## src/rtl/ysyx_24090003_ctrl_pkg.sv

```systemverilog
// Shared types and constants for the EXU sequencer: state encoding, reset PC, PC increment.
package ysyx_24090003_ctrl_pkg;

    typedef enum logic [3:0] {
        S_IDLE   = 4'd0,
        S_FETCH  = 4'd1,
        S_FWAIT  = 4'd2,
        S_EXEC   = 4'd3,
        S_COMMIT = 4'd4,
        S_MREQ   = 4'd5,
        S_MWAIT  = 4'd6,
        S_WB     = 4'd7,
        S_HALT   = 4'd8
    } ctrl_state_e;

    localparam logic [31:0] RESET_PC_DEFAULT = 32'h8000_0000;
    localparam logic [31:0] PC_STEP          = 32'd4;

    // States in which the sequencer is blocked on the memory bus.
    function automatic logic is_mem_wait(input ctrl_state_e s);
        return (s == S_FETCH) || (s == S_FWAIT) || (s == S_MREQ) || (s == S_MWAIT);
    endfunction

endpackage

```

## src/rtl/ysyx_24090003_wait_timer.sv

```systemverilog
// 8-bit wait counter: clears on request, counts while enabled, saturates once expired.
module ysyx_24090003_wait_timer #(
    parameter int MEM_TIMEOUT = 255
) (
    input  logic clk_i,
    input  logic rst_i,
    input  logic clr_i,
    input  logic en_i,
    output logic expired_o
);

    logic [7:0] cnt_q, cnt_d;

    assign expired_o = (cnt_q >= 8'(MEM_TIMEOUT));

    always_comb begin
        cnt_d = cnt_q;
        if (clr_i) begin
            cnt_d = 8'd0;
        end else if (en_i && !expired_o) begin
            cnt_d = cnt_q + 8'd1;
        end
    end

    always_ff @(posedge clk_i or posedge rst_i) begin
        if (rst_i) begin
            cnt_q <= 8'd0;
        end else begin
            cnt_q <= cnt_d;
        end
    end

endmodule

```

## src/rtl/ysyx_24090003_exu_ctrl.sv

```systemverilog
// Multi-cycle instruction sequencer: owns the PC and the shared memory port, and
// gates EXU write-back so architectural state only changes in the WB cycle.
module ysyx_24090003_exu_ctrl
    import ysyx_24090003_ctrl_pkg::*;
#(
    parameter logic [31:0] RESET_PC    = RESET_PC_DEFAULT,
    parameter int          MEM_TIMEOUT = 255
) (
    input  logic        cpu_clk,
    input  logic        rst,
    input  logic        run,
    output logic        mem_req,
    output logic        mem_we,
    output logic [31:0] mem_addr,
    output logic [31:0] mem_wdata,
    input  logic        mem_ready,
    input  logic        mem_rvalid,
    input  logic [31:0] mem_rdata,
    output logic [31:0] inst,
    output logic        exu_valid,
    input  logic        dec_load,
    input  logic        dec_store,
    input  logic        dec_ebreak,
    input  logic [31:0] ex_addr,
    input  logic [31:0] ex_wdata,
    input  logic [31:0] ex_npc,
    input  logic        ex_npc_we,
    input  logic        rf_we_in,
    output logic        rf_we,
    output logic        load_sel,
    output logic [31:0] load_data,
    output logic [31:0] pc,
    output logic        halt,
    output logic        err,
    output logic [31:0] instr_cnt,
    output logic [3:0]  dbg_state
);

    ctrl_state_e state_q, state_d;
    logic [31:0] pc_q, pc_d;
    logic [31:0] inst_q, inst_d;
    logic [31:0] load_data_q, load_data_d;
    logic [31:0] instr_cnt_q, instr_cnt_d;
    logic        err_q, err_d;
    logic        tmo_expired;

    ysyx_24090003_wait_timer #(
        .MEM_TIMEOUT(MEM_TIMEOUT)
    ) u_wait_timer (
        .clk_i    (cpu_clk),
        .rst_i    (rst),
        .clr_i    (state_d != state_q),
        .en_i     (is_mem_wait(state_q)),
        .expired_o(tmo_expired)
    );

    always_comb begin
        state_d     = state_q;
        pc_d        = pc_q;
        inst_d      = inst_q;
        load_data_d = load_data_q;
        instr_cnt_d = instr_cnt_q;
        err_d       = err_q;
        case (state_q)
            S_IDLE: if (run) state_d = S_FETCH;
            S_FETCH: begin
                if (mem_ready) begin
                    state_d = S_FWAIT;
                end else if (tmo_expired) begin
                    err_d   = 1'b1;
                    state_d = S_HALT;
                end
            end
            S_FWAIT: begin
                if (mem_rvalid) begin
                    inst_d  = mem_rdata;
                    state_d = S_EXEC;
                end else if (tmo_expired) begin
                    err_d   = 1'b1;
                    state_d = S_HALT;
                end
            end
            S_EXEC: state_d = S_COMMIT;
            S_COMMIT: begin
                // ebreak retires without a register write; a misaligned target never retires.
                if (dec_ebreak) begin
                    instr_cnt_d = instr_cnt_q + 32'd1;
                    state_d     = S_HALT;
                end else if (ex_npc_we && (ex_npc[1:0] != 2'b00)) begin
                    err_d   = 1'b1;
                    state_d = S_HALT;
                end else if (dec_load || dec_store) begin
                    state_d = S_MREQ;
                end else begin
                    state_d = S_WB;
                end
            end
            S_MREQ: begin
                if (mem_ready) begin
                    state_d = S_MWAIT;
                end else if (tmo_expired) begin
                    err_d   = 1'b1;
                    state_d = S_HALT;
                end
            end
            S_MWAIT: begin
                if (mem_rvalid) begin
                    if (dec_load) load_data_d = mem_rdata;
                    state_d = S_WB;
                end else if (tmo_expired) begin
                    err_d   = 1'b1;
                    state_d = S_HALT;
                end
            end
            S_WB: begin
                pc_d        = ex_npc_we ? ex_npc : pc_q + PC_STEP;
                instr_cnt_d = instr_cnt_q + 32'd1;
                state_d     = run ? S_FETCH : S_IDLE;
            end
            S_HALT:  state_d = S_HALT;
            default: state_d = S_IDLE;
        endcase
    end

    always_ff @(posedge cpu_clk or posedge rst) begin
        if (rst) begin
            state_q     <= S_IDLE;
            pc_q        <= RESET_PC;
            inst_q      <= 32'd0;
            load_data_q <= 32'd0;
            instr_cnt_q <= 32'd0;
            err_q       <= 1'b0;
        end else begin
            state_q     <= state_d;
            pc_q        <= pc_d;
            inst_q      <= inst_d;
            load_data_q <= load_data_d;
            instr_cnt_q <= instr_cnt_d;
            err_q       <= err_d;
        end
    end

    // Bus handshake: a request transfers when mem_req & mem_ready at a rising edge; the
    // response (read data or write ack) is mem_rvalid in a later cycle. mem_req is a
    // pure state decode, so it never depends combinationally on mem_ready or mem_rvalid.
    assign mem_req   = (state_q == S_FETCH) || (state_q == S_MREQ);
    assign mem_we    = (state_q == S_MREQ) && dec_store;
    assign mem_addr  = (state_q == S_FETCH) ? pc_q :
                       (state_q == S_MREQ)  ? ex_addr : 32'd0;
    assign mem_wdata = (state_q == S_MREQ) ? ex_wdata : 32'd0;

    assign exu_valid = (state_q == S_EXEC);
    assign rf_we     = (state_q == S_WB) && rf_we_in;
    assign load_sel  = (state_q == S_WB) && dec_load;
    assign halt      = (state_q == S_HALT);
    assign err       = err_q;
    assign inst      = inst_q;
    assign load_data = load_data_q;
    assign pc        = pc_q;
    assign instr_cnt = instr_cnt_q;
    assign dbg_state = state_q;

endmodule

```

## config.mk

```make
export PLATFORM = sky130hd
export DESIGN_NAME = ysyx_24090003_exu_ctrl
export DESIGN_NICKNAME = d
export VERILOG_FILES = /design/src/rtl/ysyx_24090003_ctrl_pkg.sv /design/src/rtl/ysyx_24090003_wait_timer.sv /design/src/rtl/ysyx_24090003_exu_ctrl.sv
export SDC_FILE = /design/constraint.sdc
export NUM_CORES = 1
export LEC_CHECK = 0
export BUFFER_PORTS_ARGS = -buffer_cell sky130_fd_sc_hd__clkbuf_2
export CORE_AREA = 2 2 132 166
export CTS_CLUSTER_SIZE = 30
export DETAILED_ROUTE_END_ITERATION = 12
export DIE_AREA = 0 0 134 168
export GPL_ROUTABILITY_DRIVEN = 1
export GPL_TIMING_DRIVEN = 1
export SYNTH_ARGS = -nofsm -noshare
export SYNTH_HDL_FRONTEND = slang
export SYNTH_SLANG_ARGS = --single-unit
```

## constraint.sdc

```tcl
create_clock -name cpu_clk -period 4.37 [get_ports cpu_clk]
set_input_delay 0.874 -clock cpu_clk [delete_from_list [all_inputs] [get_ports cpu_clk]]
set_output_delay 0.874 -clock cpu_clk [all_outputs]
set_load 0.01 [all_outputs]
```

== Word level (Yosys, flattened, before mapping) ==
Index checks and enable logic that the tools add are counted.

* Register bits after elaboration: 141
* Word-level logic and storage cells: 72

* $add $sub $neg: 3
* $lt $le $gt $ge: 1
* Equality and inequality tests: 14
* Muxes and demuxes: 25
* Reduce and logical (&&, ||, !) cells: 22

{| class="wikitable"
|+ Operators with widths
! kind !! number
|-
| 2-to-1 mux 32 bit || 5
|-
| one-hot mux 32 bit (2 select lines) || 1
|-
| one-hot mux 4 bit (9 select lines) || 1
|-
| adder 32 x 1 -> 32 bit (second input constant) || 1
|-
| adder 32 x 3 -> 32 bit (second input constant) || 1
|-
| 2-to-1 mux 4 bit || 8
|-
| == test 4 x 3 -> 1 bit (second input constant) || 4
|-
| 2-to-1 mux 8 bit || 2
|-
| inequality test 2 bit (second input constant) || 5
|-
| adder 8 x 1 -> 8 bit (second input constant) || 1
|-
| == test 4 x 2 -> 1 bit (second input constant) || 2
|-
| greater-or-equal comparator 8 bit (second input constant) || 1
|-
| 2-to-1 mux 1 bit || 6
|-
| nonzero test 2 bit || 3
|-
| logical AND 1 bit || 5
|-
| logical OR 1 bit || 5
|-
| AND reduction 5 bit || 1
|-
| == test 4 x 1 -> 1 bit (second input constant) || 1
|-
| == test 4 bit (second input constant) || 1
|-
| zero test 4 bit || 1
|-
| inequality test 4 bit || 1
|-
| AND reduction 2 bit || 2
|-
| OR reduction 2 bit || 2
|-
| one-hot mux 1 bit (3 select lines) || 1
|-
| 4 further kinds || 4
|}

== Longest topological paths before layout ==
* Depth after elaboration: 7
* Gate-level depth with buffers: 7

== Hierarchy ==
From an unflattened synthesis, not the netlist that was laid out.

* Cell total of the unflattened synthesis: 691
* Area, all modules: 7334.5 um2

{| class="wikitable"
|+ By module, submodules not included
! module !! instances !! cells an instance !! area each (um2)
|-
| ysyx_24090003_exu_ctrl || 1 || 640 || 6844.1
|-
| ysyx_24090003_wait_timer || 1 || 51 || 490.5
|}

== Worst setup path after synthesis ==
Ideal clock, no wire load.

* Kind: reg2out
* Start: register state_q[1], in the netlist dbg_state[1]
* End: output mem_addr[14]
* Arrival: 1.756 ns
* Path slack: 1.740 ns
* Cell stages (with the launch flop): 7
* Buffers on the path: 3
* Path through: dfrtp_1 -> clkbuf_1 -> nand2b_1 -> nor2_1 -> clkbuf_1 -> clkbuf_1 -> a22o_1

* Cells in the longest elaborated chain, start to end: 3

{| class="wikitable"
|+ RTL lines
! what !! line !! source
|-
| from (decl) || ysyx_24090003_exu_ctrl.sv:39 || <nowiki>ctrl_state_e state_q, state_d;</nowiki>
|-
| from (signal assigned) || ysyx_24090003_exu_ctrl.sv:134 || <nowiki>state_q <= state_d;</nowiki>
|-
| == test 4 x 3 -> 1 bit || ysyx_24090003_exu_ctrl.sv:149 || <nowiki>(state_q == S_MREQ) ? ex_addr : 32'd0;</nowiki>
|-
| 2-to-1 mux 32 bit || ysyx_24090003_exu_ctrl.sv:149 ||
|-
| 2-to-1 mux 32 bit (*) || ysyx_24090003_exu_ctrl.sv:148 || <nowiki>assign mem_addr = (state_q == S_FETCH) ? pc_q :</nowiki>
|-
| to (decl) || ysyx_24090003_exu_ctrl.sv:14 || <nowiki>output logic [31:0] mem_addr,</nowiki>
|}

Mark *: on every way between the ends. The rest lies on a longest branch, timed or not.

== Worst setup path in the final report ==
* Start: register state_q[3], in the netlist dbg_state[3]
* End: output mem_addr[13]

Same word-level chain as after synthesis.

==> results.yml <==
sta:
  drv_slew: 0
  fmax_mhz: 304
  finalSetupViolCount: 0
  skew_ps: 14.6
  rsz0062_at_grt: "no"
  fin_crit_sh_pct: 75.2
  finalHoldViolations: 0
  period_minus_slack_ps: 3290
  hold_slack_ps: 454
  finalSetupTns_ps: 0
  worst_pin_slew_ps: 944
  finalWorstSetupSlack_ps: 1080
  relSlewSlack_pct: 36.6
flow_run:
  drv_cap: 0
synthesis:
  async_flop_share_pct: 100
  syn-instance-count: 695
  synth-simple-area-share_pct: 19.1
  synth_fa_ha_area_share_pct: 0.519
  synth_edf_count: 0
  synth_top_family_by_area: "simple AND/OR/NAND/NOR gates"
  synthesis.nets: 836
  synth_ff_type: "dfrtp_1"
  muxShareOfSynthArea_pct: 11.4
  synthXorXnorAreaFrac_pct: 4.12
  ys_warn_count: 0
  syn_area_sq_um: 7230
  yosysUniqueCellTypes: 61
  synth_compound_area_share_pct: 13.1
  syn_avg_cell_area_sq_um: 10.4
  synth_seq_cells: 141
  ys_seq_area_share_pct: 48.8
clock_network:
  cts.sinks: 141
  cts-root-buf: "clkbuf_16"
  insertion_delay_ps: 430
  cts_tree: "done"
  cts_setup_buffers: 0
  path_clk_slew_ps: 70
  cts_resized: 0
  clockBufferDepth: 2
  htree_levels: 4
  ctsHoldBuffers: 0
  cts_buffers: 17
layout:
  nets: 1160
  final_cells: 1311
  fillerInstances: 2041
  antenna_cells: 0
  multiInputGateArea_sq_um: 3500
  design_area_sq_um: 9800
  final-seq-area_sq_um: 3530
  syn_to_final_growth_pct: 35.5
  drive_above_1_share_pct: 44.9
  post-route-util_pct: 46.5
route:
  post_drt_via_cell_ratio: 5.22
  first_pass_iters: 5
  drt-wirelength-per-cell_microns: 18.0
  drcViolationCount: 0
  drt-total-wl_microns: 23600
  ant_nets: 0
  drt_iter0_markers: 294
  num_vias: 6843
power:
  vdd_drop_max_uv: 243
  finalPower_mw: 5.56
  power_density_nw_per_um2: 568
  leakage_nw: 4.87
global_route:
  antenna_found_initial: 1
  grt_pass1_vias: 6523
  track_usage_pct: 20.7
  overflow: 0
  grt_max_degree: 78
  grt_pass1_wl_microns: 35900
critical_path:
  critPathMaxStageDelay_ps: 560
  crit_chain: "nand2b_1 > nor2_4 > buf_4 > a22o_1 > clkbuf_2"
  crit_type: "reg -> out"
  cp-start-kind: "flop"
  crit_fanout: 65
  cp-end-kind: "primary output"
  crit_arrival_ps: 2410
  required_ps: 3500
  worst_path_max_delay_cell: "dfrtp_1"
place:
  gp_congestion: 0.834
  hpwl_microns: 17700
  dpl.cell_count: 1279
  post-place-ws_ps: 1460
  placed_cell_area_sq_um: 9220
  portBuffers: 340
floorplanning:
  ios: 341
  die_y_microns: 168
  start_util_pct: 34.3
  num_rows: 60
  coreArea_sq_um: 21100
  die_x_microns: 134
  die_area_sq_um: 22500
status:
  status: "finished, final reports clean"
worst_hold_path:
  hold_path_class: "in -> async"
-- area by class of cell --
class | instances | area share, %
multi-input combinational | 498 | 35.7
sequential | 141 | 36.0
tap | 279 | 3.56
timing repair buffer | 350 | 18.3
clock inverter | 14 | 1.49
clock buffer | 18 | 4.48
inverter | 11 | 0.460
-- routing by layer --
| layer | global-route usage (%) | share of wire [%] | up-vias |
|---|---|---|---|
| li1 | - | - | 3207 |
| met1 | 24.4 | 40 | 3277 |
| met2 | 35.7 | 50 | 329 |
| met3 | 6.17 | 8.4 | 28 |
| met4 | 7.08 | 2.0 | 2 |
| met5 | 0 | 0.055 | - |
-- sequential cells by signal, indices dropped and copies added, names as in the netlist --
name and flops:
inst 32, instr_cnt 32, load_data 32, pc 32, u_wait_timer.cnt_q 8, dbg_state 4
err 1
-- cells by family after synthesis --
family / after synthesis
muxes: 74
buffers and inverters: 56
AOI/OAI and AO/OA: 132
adders and majority gates: 3
and+or+nand+nor: 255
xor gates and xnor gates: 34
DFF: 141
-- critical path, delay by kind of cell (launching register included) --
family                 cells  cell delay [ps]
buffers and inverters      2              620
DFF                        1              560
and+or+nand+nor            2              510
AOI/OAI and AO/OA          1              250
-- path summary, 6_finish.rpt --
check / from / end / slack, ps / cells past startpoint
max in group asynchronous: rst / u_wait_timer.cnt_q[6] / 2970 / 3
worst max register to register: dbg_state[2] / pc[0] / 1700 / 4
worst min-delay path: rst / inst[23] / 450 / 2
worst min register to register: err / err / 490 / 1
worst max-delay path: dbg_state[3] / mem_addr[13] / 1080 / 5
min in group cpu_clk: err / err / 490 / 1
-- layout by cell type (no fill, tap or decap), types with 17 or more instances in the layout --
master	instances
clkbuf_2	340
dfrtp_1	140
mux2_2	64
nand2_1	42
nand3_1	38
nor2_1	37
and2_1	37
a22o_1	33
xnor2_1	29
a21oi_1	26
nand4_1	22
nor3_1	21
o21ai_0	21
clkbuf_16	17
-- power breakdown --
part | internal [mW] | switching [mW]
combinational | 0.919 | 1.06
clock | 0.775 | 0.635
sequential | 1.70 | 0.472
-- synthesized netlist by cell type (21+ instances only) --
library cell    n  area, sq um
dfrtp_1       140         3500
xnor2_1        29          254
nand3_1        38          190
a21oi_1        26          130
o21ai_0        21          105
nor2_1         39          146
a22o_1         33          289
nand4_1        22          138
clkbuf_1       30          113
nand2_1        42          158
mux2_2         64          721
and2_1         37          231
nor3_1         22          110
No activity file was read; power rests on OpenSTA's default activity.
